==> config.mk <==
export PLATFORM = sky130hd
export DESIGN_NAME = fifo_uart_tx_flat
export DESIGN_NICKNAME = d
export VERILOG_FILES = /design/src/rtl/uart_pkg.sv /design/src/rtl/fifo_uart_tx_if.sv /design/src/rtl/baud_tick_gen.sv /design/src/rtl/fifo_uart_tx.sv /design/src/flat_wrapper.sv
export SDC_FILE = /design/constraint.sdc
export NUM_CORES = 1
export LEC_CHECK = 0
export BUFFER_PORTS_ARGS = -buffer_cell sky130_fd_sc_hd__buf_2
export CORE_ASPECT_RATIO = 0.6
export CORE_UTILIZATION = 45
export CTS_CLUSTER_DIAMETER = 150
export DETAILED_ROUTE_END_ITERATION = 6
export SYNTH_ARGS = -nofsm -noshare
export SYNTH_HDL_FRONTEND = slang
export SYNTH_SLANG_ARGS = --single-unit
export TNS_END_PERCENT = 1
==> constraint.sdc <==
create_clock -name clk -period 3.5 [get_ports clk]
set_input_delay 0.35 -clock clk [delete_from_list [all_inputs] [get_ports clk]]
set_output_delay 0.35 -clock clk [all_outputs]
set_load 0.02 [all_outputs]
==> src/rtl/uart_pkg.sv <==
// Shared UART definitions used by the TX path (and the future RX path).
package uart_pkg;
  localparam int   UART_DATA_BITS  = 8;
  localparam logic UART_IDLE_LEVEL = 1'b1;

  typedef enum logic [2:0] {
    ST_IDLE,
    ST_REQ,
    ST_WAIT,
    ST_START,
    ST_DATA,
    ST_STOP
  } uart_tx_state_t;
endpackage

==> src/rtl/fifo_uart_tx_if.sv <==
// FIFO read port as seen by its single consumer (master) and by the FIFO (slave).
interface fifo_uart_tx_if;
  import uart_pkg::*;
  logic                      fifo_rden;
  logic                      fifo_empty;
  logic                      fifo_read_valid;
  logic [UART_DATA_BITS-1:0] fifo_dout;

  modport master (output fifo_rden, input fifo_empty, fifo_dout, fifo_read_valid);
  modport slave  (input fifo_rden, output fifo_empty, fifo_dout, fifo_read_valid);
endinterface

==> src/rtl/baud_tick_gen.sv <==
// Free-running bit-period counter; tick marks the last cycle of each period.
module baud_tick_gen #(
  parameter int CLKS_PER_BIT = 868
) (
  input  logic clk,
  input  logic reset_n,
  input  logic clr,
  output logic tick
);
  localparam int            CW   = (CLKS_PER_BIT > 1) ? $clog2(CLKS_PER_BIT) : 1;
  localparam logic [CW-1:0] LAST = CW'(CLKS_PER_BIT - 1);

  logic [CW-1:0] cnt;

  // tick must not depend on clr: the owner derives clr from tick.
  assign tick = (cnt == LAST);

  always_ff @(posedge clk or negedge reset_n) begin
    if (!reset_n)          cnt <= '0;
    else if (clr || tick)  cnt <= '0;
    else                   cnt <= cnt + 1'b1;
  end
endmodule

==> src/rtl/fifo_uart_tx.sv <==
// Pops bytes from the FIFO read port and sends each as an 8N1 UART frame.
module fifo_uart_tx
  import uart_pkg::*;
#(
  parameter int CLKS_PER_BIT = 868,
  parameter int WAIT_MAX     = 2
) (
  input  logic                  clk,
  input  logic                  reset_n,
  input  logic                  en,
  fifo_uart_tx_if.master        fifo,
  output logic                  tx,
  output logic                  busy,
  output logic                  tx_done,
  output logic                  read_err
);
  localparam int            BW        = $clog2(UART_DATA_BITS);
  localparam logic [BW-1:0] LAST_BIT  = BW'(UART_DATA_BITS - 1);
  localparam int            WW        = (WAIT_MAX > 1) ? $clog2(WAIT_MAX) : 1;
  localparam logic [WW-1:0] WAIT_LAST = WW'(WAIT_MAX - 1);

  uart_tx_state_t            state, state_nxt;
  logic [UART_DATA_BITS-1:0] shreg, shreg_nxt;
  logic [BW-1:0]             bit_idx, bit_idx_nxt;
  logic [WW-1:0]             wait_cnt, wait_cnt_nxt;
  logic                      tx_nxt, err_nxt, tick, clr;

  baud_tick_gen #(.CLKS_PER_BIT(CLKS_PER_BIT)) u_tick (
    .clk     (clk),
    .reset_n (reset_n),
    .clr     (clr),
    .tick    (tick)
  );

  always_comb begin
    state_nxt    = state;
    shreg_nxt    = shreg;
    bit_idx_nxt  = bit_idx;
    wait_cnt_nxt = wait_cnt;
    err_nxt      = 1'b0;
    tx_done      = 1'b0;
    case (state)
      ST_IDLE:  if (en && !fifo.fifo_empty) state_nxt = ST_REQ;
      ST_REQ: begin
        state_nxt    = ST_WAIT;
        wait_cnt_nxt = '0;
      end
      ST_WAIT: begin
        if (fifo.fifo_read_valid) begin
          state_nxt = ST_START;
          shreg_nxt = fifo.fifo_dout;
        end else if (wait_cnt == WAIT_LAST) begin
          state_nxt = ST_IDLE;
          err_nxt   = 1'b1;
        end else begin
          wait_cnt_nxt = wait_cnt + 1'b1;
        end
      end
      ST_START: if (tick) begin
        state_nxt   = ST_DATA;
        bit_idx_nxt = '0;
      end
      ST_DATA: if (tick) begin
        shreg_nxt = shreg >> 1;
        if (bit_idx == LAST_BIT) state_nxt = ST_STOP;
        else                     bit_idx_nxt = bit_idx + 1'b1;
      end
      ST_STOP: if (tick) begin
        state_nxt = ST_IDLE;
        tx_done   = 1'b1;
      end
      default: state_nxt = ST_IDLE;
    endcase

    // Bit-period counter restarts on every state entry.
    clr = (state_nxt != state);

    // Line level is computed from the next state so tx itself is a flop.
    case (state_nxt)
      ST_START: tx_nxt = 1'b0;
      ST_DATA:  tx_nxt = shreg_nxt[0];
      default:  tx_nxt = UART_IDLE_LEVEL;
    endcase
  end

  always_ff @(posedge clk or negedge reset_n) begin
    if (!reset_n) begin
      state          <= ST_IDLE;
      shreg          <= '0;
      bit_idx        <= '0;
      wait_cnt       <= '0;
      tx             <= UART_IDLE_LEVEL;
      fifo.fifo_rden <= 1'b0;
      read_err       <= 1'b0;
    end else begin
      state          <= state_nxt;
      shreg          <= shreg_nxt;
      bit_idx        <= bit_idx_nxt;
      wait_cnt       <= wait_cnt_nxt;
      tx             <= tx_nxt;
      fifo.fifo_rden <= (state_nxt == ST_REQ);
      read_err       <= err_nxt;
    end
  end

  assign busy = (state != ST_IDLE);
endmodule

==> src/flat_wrapper.sv <==
// flat-port wrapper written by rule: the top's interface ports become plain ports
module fifo_uart_tx_flat import uart_pkg::*;
#(
  parameter int CLKS_PER_BIT = 868,
  parameter int WAIT_MAX     = 2
)
  (clk, reset_n, en, tx, busy, tx_done, read_err, fifo_fifo_rden, fifo_fifo_empty, fifo_fifo_dout, fifo_fifo_read_valid);
  fifo_uart_tx_if fifo_i ();
  input  logic clk;
  input  logic reset_n;
  input  logic en;
  output logic tx;
  output logic busy;
  output logic tx_done;
  output logic read_err;
  output wire logic [$bits(fifo_i.fifo_rden)-1:0] fifo_fifo_rden;
  input wire logic [$bits(fifo_i.fifo_empty)-1:0] fifo_fifo_empty;
  input wire logic [$bits(fifo_i.fifo_dout)-1:0] fifo_fifo_dout;
  input wire logic [$bits(fifo_i.fifo_read_valid)-1:0] fifo_fifo_read_valid;
  assign fifo_fifo_rden = fifo_i.fifo_rden;
  assign fifo_i.fifo_empty = fifo_fifo_empty;
  assign fifo_i.fifo_dout = fifo_fifo_dout;
  assign fifo_i.fifo_read_valid = fifo_fifo_read_valid;
  fifo_uart_tx #(.CLKS_PER_BIT(CLKS_PER_BIT), .WAIT_MAX(WAIT_MAX)) u_core (.clk(clk), .reset_n(reset_n), .en(en), .fifo(fifo_i), .tx(tx), .busy(busy), .tx_done(tx_done), .read_err(read_err));
endmodule
==> out/qor.csv, run 1 <==
metric,value,unit
wire_per_inst,13.23,um
synth_most_common_cell,dfrtp_1,
cpLargestDelayFamily,simple AND/OR/NAND/NOR gates,
synth_top_area_share,47.79,%
post-dp-hpwl,1855,um
worst_ep_arrival_time,1.88,ns
slew_headroom,57.63,%
clkTransAtPathRegs,0.10,ns
dpl_cell_area,1536,sq um
cts.sinks,28,
io_buffer_count,17,
cts_hold_buf,0,
hold_violations,0,
insertion_delay,0.28,ns
critPathLaunchType,flop,
drive_above_1_share,19.35,%
fin_crit,2.232,ns
core,2928,sq um
critPathRequiredTime,3.15,ns
drt-total-wl,2607,um
synth_cell_types,36,
postCtsSetupRepairBufs,0,
start_util,48.29,%
nFillCells,281,
grt_util_met3,5.310,%
gr-total-overflow,0,
max_freq,448.0,MHz
rsz0062_at_grt,no,
antennaDiodeCount,0,
ys_async_sr_fraction,100.0,%
place_congestion,0.8060,
die_x,74.37,um
grt_max_degree,29,
worst_path_max_delay_cell,dfrtp_1,
max_stage_delay,0.46,ns
synth_ff_type,dfrtp_1,
ant_nets,0,
synthTopCellsByArea,"dfrtp_1 (48%), nand2_1 (5.0%), nor2_1 (4.2%)",
grt_first_pass_wirelength,4119,um
numCtsBuffers,3,
syn_inst,137,
final_area,1608,sq um
synth_nets,153,
syn-cell-area,1414,sq um
p_leak,0.7546,nW
grt_usage,17.07,%
seq_area_frac_synth,49.65,%
drtIter0Drc,68,
clock_path_buffers,2,
syn_to_final_growth,13.72,%
nets,172,
root_buffer,clkbuf_8,
grt_pass1_vias,910,
avgSynthCellArea,10.32,sq um
worst-path-buf-inv,1,
drt-vias-per-instance,5.183,
power.density,656.3,nW/um^2
setup_viol,0,
crit_path_end_kind,primary output,
status,completed,
setup_tns,0,ns
synth_edf_count,0,
synth_common_cells,"dfrtp_1 (27), nand2_1 (19), nor2_1 (16)",
post_cts_resized,0,
htree_levels,1,
vias,1021,
synth_largest_area_cell,dfrtp_1,
pin_count,18,
grt_most_used_layer,met1,
rows,15,
peakVddDrop,0.3065,mV
fin_cells,197,
die_area,3378,sq um
dp.cells,193,
holdCritPathClass,input pin to async pin,
drcViolationCount,0,
setup.worst_path.class,flop to primary output,
crit_fanout,6,
finalCritPeriodShare,63.77,%
die_h,45.42,um
ys_warn_count,0,
max_cap_violations,0,
grt_util_met2,23.96,%
cp_cell_sequence,or3b_4 -> nor3_2 -> and3_1 -> buf_2,
tightest_slew,0.6355,ns
tritoncts,done,
whs,0.08465,ns
finalClockSkew,0.004619,ns
ys_ff_latch,28,
met1_usage,24.96,%
finalPower,1.055,mW
drt-pass1-iter-count,4,
slew_violations,0,
antenna_found_initial,0,
[final cells by class]
type,instances,area [sq um],area share (%)
inverters,2,7.507,0.4669
well taps,42,52.55,3.268
repair buffers,18,92.59,5.759
flip-flops and latches,28,701.9,43.66
clock buffers,3,41.29,2.568
multi-input cells,103,681.9,42.41
clock inverters,1,30.03,1.868
[layer usage]
layer / wire [um] / part of all wire, % / up-vias
met2: 1042 / 40 / 26
li1: - / - / 519
met3: 134 / 5.1 / 5
met1: 1398 / 54 / 471
met4: 32 / 1.2 / 0
met5: 0 / 0 / -
[worst paths after layout]
kind,start,to,slack (ns),cells after the start
max,u_core.u_tick.cnt[4],tx_done,1.27,4
min reg2reg,u_core.shreg[5],u_core.shreg[5],0.48,2
max reg2reg,u_core.state[0],u_core.tx,1.46,5
min in group clk,fifo_fifo_empty,u_core.fifo.fifo_rden,0.23,2
max in group asynchronous,reset_n,u_core.state[2],3.00,1
min,reset_n,u_core.read_err,0.08,1
[metrics by stage]
step	utilization [%]	setup WS (ns)
2_1_floorplan	-	1.624
3_3_place_gp	52.48	1.483
3_5_place_dp	52.48	1.470
4_1_cts	54.91	1.255
5_1_grt	54.91	1.171
6_report	54.91	1.268
[sequential cells by signal, summed over array words and instances, names as in the netlist]
| register | cells |
|---|---|
| u_core.bit_idx | 3 |
| u_core.fifo.fifo_rden | 1 |
| u_core.read_err | 1 |
| u_core.shreg | 8 |
| u_core.state | 3 |
| u_core.tx | 1 |
| u_core.u_tick.cnt | 10 |
| u_core.wait_cnt | 1 |
[placed cells by master (no fill, tap or decap), types with 2 or more instances in the layout]
cell and instances:
nor2_1 16, and3_1 2, ha_1 3, xnor2_1 4
xor2_1 4, nor3_1 3, a22o_1 2, mux2i_1 2
clkbuf_8 3, nand4_1 2, nor3b_1 3, a21oi_1 3
a22oi_1 6, nor4bb_1 2, o21ai_0 6, nand3b_1 2
nor2b_1 3, nand2_1 19, inv_1 2, mux2_2 2
nand3_1 5, dfrtp_1 27, buf_2 17, nand2b_1 3
[kinds of logic (layout without fill, tap and decap cells)]
family	count (synthesis)	after routing	synth area share, %
compound gates	19	19	8.850
buf+inv	6	24	2.124
mux	5	5	4.070
flops	28	28	49.65
simple gates	68	68	27.70
xor+xnor	8	8	4.955
fa+ha+maj	3	3	2.655
[power breakdown]
| part | leakage (nW) | switching [mW] | internal [mW] |
|---|---|---|---|
| Clock | 0.0357 | 0.102 | 0.153 |
| Combinational | 0.355 | 0.169 | 0.134 |
| Sequential | 0.364 | 0.0839 | 0.413 |
No activity file was read; power rests on OpenSTA's default activity.
==> run 2, diff against run 1 <==
==> constraint.sdc (replaced) <==
create_clock -name clk -period 2.1 [get_ports clk]
set_input_delay 0.21 -clock clk [delete_from_list [all_inputs] [get_ports clk]]
set_output_delay 0.21 -clock clk [all_outputs]
set_load 0.02 [all_outputs]
==> out/qor.csv, run 2 (synthesized netlist as in run 1, its figures left out) <==
metric,value,unit,change
layout_common_cells,"dfrtp_1 (27), nand2_1 (19), buf_2 (17)",,
htree_levels,1,,unchanged
syn_to_final_growth,17.52,%,
slew_headroom,58.32,%,+0.68 points
largestRegisters,"u_core.u_tick.cnt (10), u_core.shreg (8)",,
regMostFlops,u_core.u_tick.cnt,,
nFillCells,269,,-4.3%
numCtsBuffers,3,,unchanged
dp.cells,196,,+1.6%
setup_viol,0,,unchanged
drt-vias-per-instance,5.222,,+0.75%
hold_violations,0,,unchanged
clock_path_buffers,2,,unchanged
slew_violations,0,,unchanged
crit_path_end_kind,primary output,,
clkTransAtPathRegs,0.10,ns,about the same
place_congestion,0.8908,,+11%
rows,15,,unchanged
drtIter0Drc,83,,+22%
insertion_delay,0.28,ns,about the same
r2r_start,u_core.state[1],,
rsz0062_at_grt,no,,
fin_cells,203,,+3.0%
tritoncts,done,,
max_cap_violations,0,,unchanged
setup.worst_path.class,flop to primary output,,
power.density,1090,nW/um^2,+66%
critPathRequiredTime,1.89,ns,-1.26 ns
r2r_cells,5,,unchanged
ant_nets,0,,unchanged
core,2928,sq um,unchanged
start_util,48.29,%,unchanged
wire_per_inst,13.97,um,+5.6%
root_buffer,clkbuf_8,,
setup_tns,0,ns,unchanged
gr-total-overflow,0,,unchanged
met1_length,1567,um,+12%
die_x,74.37,um,unchanged
pin_count,18,,unchanged
grt_pass1_vias,960,,+5.5%
crit_start,u_core.u_tick.cnt[1],,
multi_input_area,688.2,sq um,+0.92%
critPathLaunchType,flop,,
drt-pass1-iter-count,4,,unchanged
top_layer,met4,,
peakVddDrop,0.3399,mV,+11%
met3_length,126,um,-6.0%
p_leak,0.8017,nW,+6.2%
cts.sinks,28,,unchanged
drive_above_1_share,21.74,%,+2.4 points
nets,178,,+3.5%
dr_wl_met2,1126,um,+8.1%
finalClockSkew,0.004280,ns,-0.0003391 ns
worstSetupEndpoint,tx_done,,
antenna_found_initial,0,,unchanged
drt-total-wl,2836,um,+8.8%
regArea,701.9,sq um,unchanged
grt_usage,19.07,%,+2.0 points
grt_max_degree,29,,unchanged
reg2reg_slack,0.19,ns,-1.27 ns
tightest_slew,0.6253,ns,-0.01023 ns
largest_register_ffs,10,,unchanged
grt_first_pass_wirelength,4560,um,+11%
worst_ep_arrival_time,1.77,ns,-0.11 ns
max_freq,505.1,MHz,
holdCritPathClass,input pin to flop,,
crit-reg2reg-capture,u_core.tx,,
die_h,45.42,um,unchanged
drcViolationCount,0,,unchanged
finalPower,1.811,mW,+72%
vias,1060,,+3.8%
antennaDiodeCount,0,,unchanged
finalCritPeriodShare,94.28,%,
io_buffer_count,17,,unchanged
crit_fanout,5,,-1
layout.cells.most_common,dfrtp_1,,
die_area,3378,sq um,unchanged
status,completed,,
fin_crit,1.980,ns,
post-dp-hpwl,2022,um,+9.0%
==> run 2: changes by cell type in the layout (fill, tap and decap cells not counted), sizes merged <==
| cell | delta |
|---|---|
| dlygate4sd3 | +1 |
| buf | +5 |
==> run 2: worst min-delay path by stage <==
stage                                 end       startpoint  cells past startpoint  slack [ns]
floorplan               u_core.bit_idx[0]          reset_n                      0       -0.09
global placement          u_core.wait_cnt          reset_n                      1        0.26
detailed placement        u_core.wait_cnt          reset_n                      1        0.26
CTS                 u_core.fifo.fifo_rden  fifo_fifo_empty                      2        0.08
global route        u_core.fifo.fifo_rden  fifo_fifo_empty                      2        0.09
finish              u_core.fifo.fifo_rden  fifo_fifo_empty                      2        0.09
==> run 2: metal layers <==
metal	vias up	GRT usage, %
li1	527	-
met1	503	29.36
met2	28	25.59
met3	2	5.310
met4	0	6.038
met5	-	0
==> run 2: area by class of cell <==
cell class | count | share of cell area, %
multi-input cells | 103 | 41.42
repair buffers | 24 | 8.434
clock buffers | 3 | 2.485
inverters | 2 | 0.4518
flip-flops and latches | 28 | 42.24
well taps | 42 | 3.163
clock inverters | 1 | 1.807
==> run 2: power by group <==
| part | total (mW) | internal (mW) | switching (mW) |
|---|---|---|---|
| Sequential | 0.804 | 0.689 | 0.115 |
| Combinational | 0.584 | 0.253 | 0.331 |
| Clock | 0.423 | 0.255 | 0.168 |
==> run 2: timing repair <==
item                                   CTS  global route
endpoints found under the hold margin   27             0
buffers inserted                         0             2
hold buffers                             1             0
setup endpoints to repair                1             1
pin swaps                                0             1
resized for setup                        1             0
==> run 2: worst max-delay path, stage by stage, from the launching register on <==
cell and delay [ns]:
dfrtp_1 0.38, ha_1 0.17, buf_4 0.13, nand4bb_4 0.15
nor3_4 0.29, and3_1 0.20, buf_2 0.16
==> run 2: metrics by stage <==
step	instance area [sq um]	hold WS (ns)	worst slack, ns	utilization (%)
floorplan	1414	-0.08559	0.2245	-
global placement	1559	0.2622	0.2799	53.25
detailed placement	1559	0.2635	0.2130	53.25
CTS	1647	0.08319	0.06385	56.24
global route	1662	0.08593	0.004130	56.75
finish	1662	0.09189	0.1200	56.75
==> run 3, diff against run 2 <==
--- a/config.mk
+++ b/config.mk
@@ -10,6 +10,7 @@
 export CORE_UTILIZATION = 45
 export CTS_CLUSTER_DIAMETER = 150
 export DETAILED_ROUTE_END_ITERATION = 6
+export PLACE_DENSITY = 0.61
 export SYNTH_ARGS = -nofsm -noshare
 export SYNTH_HDL_FRONTEND = slang
 export SYNTH_SLANG_ARGS = --single-unit
==> out/qor.csv, run 3 (synthesized netlist as in run 1, its figures left out) <==
metric,value,unit,change
root_buffer,clkbuf_8,,
p_sw_share,34.64,%,+0.72 points
r2r_cells,5,,unchanged
regArea,701.9,sq um,unchanged
fin_crit,1.955,ns,-0.02476 ns
numCtsBuffers,3,,unchanged
hold_violations,0,,unchanged
worst_ep_arrival_time,1.75,ns,-0.02 ns
setup_viol,0,,unchanged
cp_cell_sequence,ha_1 -> nand4bb_4 -> nor3_4 -> and3_1 -> buf_2,,
max_stage_delay,0.40,ns,+0.02 ns
drive_above_1_share,20.75,%,-0.98 points
finish.utilization,55.68,%,-1.1 points
rsz0062_at_grt,no,,
setup.worst_path.class,flop to primary output,,
status,completed,,
post-dp-hpwl,1934,um,-4.3%
reg2reg_slack,0.23,ns,+0.04 ns
holdPathStages,2,,unchanged
antenna_found_initial,0,,unchanged
antennaDiodeCount,0,,unchanged
worst_path_max_delay_cell,dfrtp_1,,
seqPwrFrac,46.3,%,+1.9 points
insertion_delay,0.27,ns,about the same
drt-vias-per-instance,5.159,,-1.2%
grt_first_pass_wirelength,4077,um,-11%
regMostFlops,u_core.u_tick.cnt,,
met1_length,1473,um,-6.0%
nFillCells,274,,+1.9%
core,2928,sq um,unchanged
p_leak,0.7838,nW,-2.2%
grt_max_degree,29,,unchanged
place_congestion,0.7986,,-10%
crit_path_end_kind,primary output,,
drt-pass1-iter-count,4,,unchanged
crit-reg2reg-capture,u_core.tx,,
clkPwrFrac,19.4,%,-4.0 points
pin_count,18,,unchanged
setup_tns,0,ns,unchanged
grt_pass1_vias,846,,-12%
min_to,u_core.fifo.fifo_rden,,
htree_levels,1,,unchanged
slew_violations,0,,unchanged
cts.sinks,28,,unchanged
clock_path_buffers,2,,unchanged
postCtsSetupRepairBufs,0,,unchanged
die_h,45.42,um,unchanged
multi_input_area,688.2,sq um,unchanged
critPathRequiredTime,1.89,ns,about the same
tightest_slew,0.6235,ns,-0.001756 ns
die_x,74.37,um,unchanged
finalPower,1.693,mW,-6.5%
critPathLaunchType,flop,,
layout_common_cells,"dfrtp_1 (27), nand2_1 (19), buf_2 (17)",,
whs,0.09516,ns,+0.003271 ns
wire_per_inst,12.97,um,-7.2%
finalClockSkew,0.003811,ns,-0.0004693 ns
dr_wl_met2,1024,um,-9.1%
drcViolationCount,0,,unchanged
start_util,48.29,%,unchanged
final_area,1630,sq um,-1.9%
power.density,1038,nW/um^2,-4.8%
comb_power_share,34.2,%,+2.0 points
min_from,fifo_fifo_empty,,
tritoncts,done,,
ant_nets,0,,unchanged
power_switching,0.5864,mW,-4.6%
clkTransAtPathRegs,0.09,ns,about the same
dpl_cell_area,1559,sq um,unchanged
setup_ws,0.1448,ns,+0.02476 ns
holdCritPathClass,input pin to flop,,
max_cap_violations,0,,unchanged
dp.cells,196,,unchanged
gr-total-overflow,0,,unchanged
max_freq,511.5,MHz,+1.3%
rows,15,,unchanged
dp_slack,0.2152,ns,+0.002177 ns
layout.cells.most_common,dfrtp_1,,
grt_usage,16.83,%,-2.2 points
fin_cells,201,,-0.99%
top_layer,met4,,
syn_to_final_growth,15.31,%,
met3_length,97,um,-23%
peakVddDrop,0.4086,mV,+20%
p_int,1.106,mW,-7.6%
crit_fanout,5,,unchanged
drt-total-wl,2607,um,-8.1%
largest_register_ffs,10,,unchanged
largestRegisters,"u_core.u_tick.cnt (10), u_core.shreg (8)",,
r2r_start,u_core.u_tick.cnt[4],,
slew_headroom,58.43,%,+0.12 points
nets,176,,-1.1%
vias,1037,,-2.2%
io_buffer_count,17,,unchanged
finalCritPeriodShare,93.10,%,-1.2 points
drtIter0Drc,63,,-24%
die_area,3378,sq um,unchanged
-- run 3: cell types whose count changed in the layout (fill, tap and decap cells not counted) --
cell       delta
buf_4         -2
bufinv_16     -1
clkbuf_8      +1
-- run 3: power groups by stage --
stage / logic, mW / registers, mW / clock network (mW)
after floorplan: 0.410 / 0.793 / 0
final: 0.580 / 0.785 / 0.328
after detailed placement: 0.582 / 0.795 / 0
after CTS: 0.586 / 0.785 / 0.339
after global placement: 0.571 / 0.790 / 0
after global routing: 0.655 / 0.803 / 0.361
-- run 3: layout make-up --
| cell class | instances | area share (%) |
|---|---|---|
| multi-input cells | 103 | 42.21 |
| clock buffers | 4 | 3.377 |
| flip-flops and latches | 28 | 43.05 |
| repair buffers | 22 | 7.675 |
| inverters | 2 | 0.4605 |
| well taps | 42 | 3.223 |
-- run 3: routing by layer --
layer  GRT usage, %  up-vias
met5              0        -
met4          2.264        0
met3          5.310        2
met2          21.62       21
met1          27.36      489
li1               -      525
-- run 3: critical path, delay by kind of cell, from the launching register on --
family	cells	cell delay (ns)
fa+ha+maj	1	0.27
buf+inv	1	0.16
flops	1	0.40
simple gates	3	0.65
-- run 3: worst max-delay path by stage --
| stage | end | startpoint | slack (ns) | cells after the start |
|---|---|---|---|---|
| floorplan | u_core.tx | u_core.u_tick.cnt[4] | 0.22 | 5 |
| global placement | u_core.tx | u_core.u_tick.cnt[4] | 0.24 | 5 |
| detailed placement | u_core.tx | u_core.u_tick.cnt[4] | 0.22 | 5 |
| CTS | tx_done | u_core.u_tick.cnt[4] | 0.001 | 4 |
| global route | tx_done | u_core.u_tick.cnt[0] | 0.02 | 5 |
| finish | tx_done | u_core.u_tick.cnt[0] | 0.14 | 5 |
-- run 3: timing repair --
item,CTS,global route
hold buffers,1,0
setup endpoints to repair,0,1
resized for setup,0,1
endpoints found under the hold margin,27,0
